===== src/rtl/stage_skid_reg.sv =====
// Two-entry skid register between pipeline stages.
// in_ready depends only on registered state and freeze, so out_ready has no path to it.
module stage_skid_reg #(
  parameter int DATA_W = 32,
  parameter int DEST_W = 4,
  parameter int CNT_W  = 16
) (
  input  logic              clk,
  input  logic              rst,
  input  logic              in_valid,
  output logic              in_ready,
  input  logic              WB_EN,
  input  logic              MEM_R_EN,
  input  logic              MEM_W_EN,
  input  logic [DATA_W-1:0] ALU_Result,
  input  logic [DATA_W-1:0] src2,
  input  logic [DEST_W-1:0] Dest,
  output logic              out_valid,
  input  logic              out_ready,
  output logic              WB_EN_Out,
  output logic              MEM_R_EN_Out,
  output logic              MEM_W_EN_Out,
  output logic [DATA_W-1:0] ALU_Result_Out,
  output logic [DATA_W-1:0] src2_out,
  output logic [DEST_W-1:0] Dest_Out,
  input  logic              freeze,
  input  logic              flush,
  output logic [1:0]        count,
  output logic [CNT_W-1:0]  stall_cnt
);

  typedef struct packed {
    logic              wb;
    logic              mr;
    logic              mw;
    logic [DEST_W-1:0] dest;
    logic [DATA_W-1:0] alu;
    logic [DATA_W-1:0] src2;
  } pay_t;

  // Encoding equals the number of held entries.
  typedef enum logic [1:0] {
    EMPTY = 2'd0,
    ONE   = 2'd1,
    FULL  = 2'd2
  } state_t;

  state_t           state_q, state_d;
  pay_t             m_q, m_d;
  pay_t             s_q, s_d;
  logic [CNT_W-1:0] stall_q, stall_d;

  pay_t in_pay;
  logic acc;
  logic pop;

  assign in_pay = '{
    wb:   WB_EN,
    mr:   MEM_R_EN,
    mw:   MEM_W_EN,
    dest: Dest,
    alu:  ALU_Result,
    src2: src2
  };

  assign in_ready  = (state_q != FULL) & ~freeze;
  assign out_valid = (state_q != EMPTY) & ~freeze;
  assign acc       = in_valid & in_ready;
  assign pop       = out_valid & out_ready;

  always_comb begin
    state_d = state_q;
    m_d     = m_q;
    s_d     = s_q;
    if (flush) begin
      state_d = EMPTY;
    end else begin
      unique case (state_q)
        EMPTY: begin
          if (acc) begin
            state_d = ONE;
            m_d     = in_pay;
          end
        end
        ONE: begin
          if (acc && pop) begin
            m_d = in_pay;
          end else if (acc) begin
            state_d = FULL;
            s_d     = in_pay;
          end else if (pop) begin
            state_d = EMPTY;
          end
        end
        FULL: begin
          if (pop) begin
            state_d = ONE;
            m_d     = s_q;
          end
        end
        default: state_d = EMPTY;
      endcase
    end
  end

  always_comb begin
    stall_d = stall_q;
    if (in_valid && !in_ready && stall_q != '1)
      stall_d = stall_q + CNT_W'(1);
  end

  always_ff @(posedge clk) begin
    if (rst) begin
      state_q <= EMPTY;
      m_q     <= '0;
      s_q     <= '0;
      stall_q <= '0;
    end else begin
      state_q <= state_d;
      m_q     <= m_d;
      s_q     <= s_d;
      stall_q <= stall_d;
    end
  end

  assign count          = state_q;
  assign stall_cnt      = stall_q;
  assign WB_EN_Out      = m_q.wb & out_valid;
  assign MEM_R_EN_Out   = m_q.mr & out_valid;
  assign MEM_W_EN_Out   = m_q.mw & out_valid;
  assign Dest_Out       = m_q.dest;
  assign ALU_Result_Out = m_q.alu;
  assign src2_out       = m_q.src2;

endmodule


===== config.mk =====
export PLATFORM = sky130hd
export DESIGN_NAME = stage_skid_reg
export DESIGN_NICKNAME = d
export VERILOG_FILES = /design/src/rtl/stage_skid_reg.sv
export SDC_FILE = /design/constraint.sdc
export NUM_CORES = 1
export LEC_CHECK = 0
export ABC_AREA = 1
export ABC_CLOCK_PERIOD_IN_PS = 1800
export BUFFER_PORTS_ARGS = -buffer_cell sky130_fd_sc_hd__buf_2
export CAP_MARGIN = 20
export CORE_AREA = 2 2 149 165
export CTS_CLUSTER_DIAMETER = 120
export DETAILED_ROUTE_END_ITERATION = 12
export DIE_AREA = 0 0 151 167
export PLACE_DENSITY = 0.55
export SLEW_MARGIN = 20
export SYNTH_ARGS = -nofsm -noshare
export SYNTH_HDL_FRONTEND = slang
export SYNTH_SLANG_ARGS = --single-unit

===== constraint.sdc =====
create_clock -name clk -period 1.8 [get_ports clk]
set_input_delay 0.27 -clock clk [delete_from_list [all_inputs] [get_ports clk]]
set_output_delay 0.27 -clock clk [all_outputs]
set_load 0.02 [all_outputs]

**Word-level counts from Yosys, hierarchy flattened**

Cells that the tools add are included.

- Register bits: 160
- Bits of input ports: 77

- Add/sub/neg operators: 1
- Eq/ne operators: 9
- Multiplexer cells: 10
- Bitwise gates (word level): 10
- Reduce and logical (&&, ||, !) cells: 11

Operators with widths:

| operator | number |
|---|---|
| $mux W71 | 3 |
| $pmux W71 S3 | 1 |
| $add A16 B1 Y16 const B | 1 |
| $ne A16 B16 Y1 const B | 1 |
| $mux W2 | 5 |
| $ne A2 B2 Y1 const B | 5 |
| $reduce_and A4 Y1 | 2 |
| $and A1 B1 Y1 | 7 |
| $pmux W2 S3 | 1 |
| $reduce_and A5 Y1 | 1 |
| $logic_and A1 B1 Y1 | 3 |
| $ne A3 B3 Y1 const B | 1 |
| $not A1 Y1 | 3 |
| $reduce_bool A3 Y1 | 1 |
| $eq A2 B1 Y1 const B | 1 |
| $eq A2 B2 Y1 const B | 1 |
| $logic_not A2 Y1 | 1 |
| $reduce_bool A2 Y1 | 1 |
| $reduce_or A2 Y1 | 1 |
| $logic_not A1 Y1 | 1 |

**Longest topological paths before layout**

- Word-level depth: 7
- Gate-level depth with buffers: 10

**Worst setup path before layout**

OpenSTA, ideal clock, no wires.

- Kind: register -> register
- Start point: register stall_q[0] (netlist: stall_cnt[0])
- End point: register stall_q[13] (netlist: stall_cnt[13])
- Library setup time: 70 ps
- Data arrival time: 1721 ps
- Slack: 8 ps
- Stages on the path, launching flop included: 9
- Path buffers: 1
- Cell sequence: dfxtp_1 > ha_1 > inv_1 > nor2_1 > nand3_1 > o21ai_2 > buf_4 > nand2_1 > a21oi_1

- Word-level cells in the longest chain between the ends: 2
- Elaborated cells between the ends (all ways): 3

RTL lines:

| item | RTL line | RTL |
|---|---|---|
| from (decl) | 51 | `logic [CNT_W-1:0] stall_q, stall_d;` |
| from (signal assigned) | 122 | `stall_q <= stall_d;` |
| parallel branches: the longest is 2 deep, another holds $add A16 B1 Y16 | n/a |  |

Several ways; the timed one is not identified.
A chain may end at the register's enable or synchronous reset.

**Final worst setup path**

- Start point: register state_q[0] (netlist: count[0])
- End point: output MEM_W_EN_Out

- Word-level cells in the longest chain between the ends: 3

RTL lines:

| item | RTL line | RTL |
|---|---|---|
| from (decl) | 48 | `state_t state_q, state_d;` |
| from (signal assigned) | 119 | `state_q <= state_d;` |
| $reduce_bool A2 Y1 | 67 | `assign out_valid = (state_q != EMPTY) & ~freeze;` |
| $and A1 B1 Y1 | 67 |  |
| $and A1 B1 Y1 | 130 | `assign MEM_W_EN_Out = m_q.mw & out_valid;` |
| to (decl) | 22 | `output logic MEM_W_EN_Out,` |

No other way between the ends.

==> flow_summary.ini <==
[status]
status = finished clean

[logic_synthesis]
synthCells = 1250
synth_edf_count = 0
synth-seq-cells = 160
synth_largest_area_cell = dfxtp_1
synth.distinct_cells = 28
netlist_area_um2 = 8130
synth_area_leaders = dfxtp_1, nor2_1, nand2_1
syn-num-nets = 1328
async_flop_share_pct = 0
yosys.area.top_type_share_pct = 39.4
synth_seq_area_share_pct = 39.4
synth_top_flop_cell = dfxtp_1
yosys_warnings = 0
syn_area_per_cell_um2 = 6.51

[sta]
relSlewSlack_pct = 67.0
fin_worst_skew_ns = 0.00808
tns_ns = 0
final-setup-viol-count = 0
tightest_slew_ns = 0.494
fmax_ghz = 0.595
rsz0062_at_grt = false
period_share_pct = 93.4
hold_viol = 0
finalCriticalPeriod_ns = 1.68
slew_viol_final = 0

[route]
dr.first_iter.drc_count = 335
first_pass_iters = 5
vias = 7346
ant_nets = 0
wl_per_cell_um = 12.8
avgViaCountPerCell = 4.45
drt_wl_total_um = 21200
drc_errors = 0

[floorplan]
start_util_pct = 34.6
fp.dieW_um = 151
io_pins = 168
core_um2 = 23500
die_h_um = 167
rows = 59
dieArea_um2 = 25200

[grt]
antenna_found_initial = 3
grt_pass1_vias = 6880
grtUsageTotal_pct = 17.3
grt_pass1_wl_um = 34800
grt_overflow = 0
grt_max_degree = 53

[cts]
clock_latency_ns = 0.42
ctsRootBufferMaster = clkbuf_16
clk_path_buf_depth = 2
numCtsBuffers = 17
cts_tree = yes
h-tree-depth = 4
cts_sinks = 160
clkTransAtPathRegs_ns = 0.06
cts_hold_buffers = 0

[layout]
stdcell_count = 1651
utilization_pct = 40.2
area_growth_pct = 16.0
drive_above_1_share_pct = 18.9
fin_nets = 1409

[power_and_ir_drop]
switching_share_pct = 26.4
power_uw = 8440
p_int_uw = 6210
seqPwrFrac_pct = 44.5
combPwrFrac_pct = 12.6
netSwitchingPower_uw = 2230
leakage_uw = 0.00456
peakVddDrop_v = 0.000587
pwr-share-clk_pct = 42.9
power_density_nw_per_um2 = 894

[worst_setup_path]
worstReg2RegStart = count[0]$_SDFFE_PP0P_
critPathArrivalTime_ns = 1.41
crit_fanout = 6
crit_path_start_kind = flop
worstSetupStartpoint = count[0]$_SDFFE_PP0P_
required_ns = 1.53
crit_type = reg -> out
endpoint_kind = output port

[placement]
dp_hpwl_um = 14000
io_buffer_count = 167
globalplace.congestion = 0.805
dpl.cell_count = 1616

[min_path]
hp-start = src2[7]
worst_hold_path_type = in -> reg

[job]
maxCapViolCount = 0
==> cells in the final DEF (no fill, tap or decap), drive strengths merged, types with 4 or more instances in the layout <==
cell type and count:
xnor2 4, o21ai 110, dfxtp 160, clkbuf 24, buf 200, nand4 5, nand2 285, inv 127
nor2 315, nand3 84, a21oi 15
==> through the flow <==
step	hold WS (ns)	instance area (µm²)	setup WS, ns
floorplan	0.339	8130	0.00830
global placement	0.457	8810	0.171
detailed placement	0.466	8810	0.130
CTS	0.0882	9420	0.00691
global route	0.0963	9430	0.0121
finish	0.104	9440	0.119
==> per-layer routing <==
metal	vias up	GRT usage, %	share of wire, %
met5	-	0	0.11
met4	4	4.31	0.84
met3	20	4.47	5.0
met2	143	29.6	47
met1	3262	21.5	47
li1	3917	-	-
==> synthesized netlist by cell type, types with 3 or more instances <==
library cell  number
inv_2              3
buf_2              8
a21oi_1           15
buf_4             69
xor2_1             3
nor2_4             3
o21ai_1           32
nor2_1           311
inv_1            123
buf_1              9
clkbuf_1          31
buf_6             21
nand2_2            3
o21ai_0           77
nand3_1           80
nand2_1          281
nand4_1            5
nand3_2            4
dfxtp_1          160
xnor2_1            4
==> power groups by stage <==
stage,clock network (µW),logic (µW),registers [µW]
6_report,3620,1060,3750
5_1_grt,3890,1200,3770
4_1_cts,3730,1080,3760
3_5_place_dp,0,1080,3830
3_3_place_gp,0,1070,3830
2_1_floorplan,0,852,3820
==> repair_timing <==
action,4_1_cts,5_1_grt
resized for setup,5,4
pin swaps,0,1
gates cloned,0,0
buffers inserted,0,1
setup endpoints to repair,4,35
==> worst max-delay path, stage by stage (launching register included) <==
cell and delay [ns]:
dfxtp_2 0.37, inv_2 0.09, nand2_2 0.09, nand2_2 0.11
nor2_2 0.15, buf_2 0.19
==> cell type report <==
type	instances	area (µm²)
sequential	160	3200
clock buffer	24	512
tap	305	382
inverter	126	475
timing repair buffer	200	1260
fill	2601	14000
multi-input combinational	826	3520
antenna	2	5.00
clock inverter	8	76.3
==> worst paths after layout <==
| check | end | slack (ns) | cells after the start |
|---|---|---|---|
| worst max register to register | s_q[6]$_SDFFE_PP0P_ | 0.15 | 8 |
| worst max-delay path | MEM_W_EN_Out | 0.12 | 5 |
| worst min register to register | ALU_Result_Out[12]$_SDFFE_PP0P_ | 0.47 | 2 |
| worst min-delay path | s_q[7]$_SDFFE_PP0P_ | 0.10 | 3 |
==> sequential cells by signal (all words and copies together) (netlist names) <==
| name | cells |
|---|---|
| ALU_Result_Out | 32 |
| m_q | 3 |
| count | 2 |
| src2_out | 32 |
| s_q | 71 |
| stall_cnt | 16 |
| Dest_Out | 4 |
==> logic make-up (layout without fill, tap and decap cells) <==
| kind of cell | after synthesis | in the layout | share of synthesized area [%] |
|---|---|---|---|
| other | 0 | 2 | 0 |
| flip-flops | 160 | 160 | 39.4 |
| buffers and inverters | 264 | 358 | 17.4 |
| adder cells (fa/ha/maj) | 1 | 1 | 0.154 |
| AO/OA/AOI/OAI | 128 | 128 | 8.09 |
| XOR/XNOR | 7 | 7 | 0.754 |
| AND/OR/NAND/NOR | 690 | 690 | 34.2 |
No activity file was read; power rests on OpenSTA's default activity.
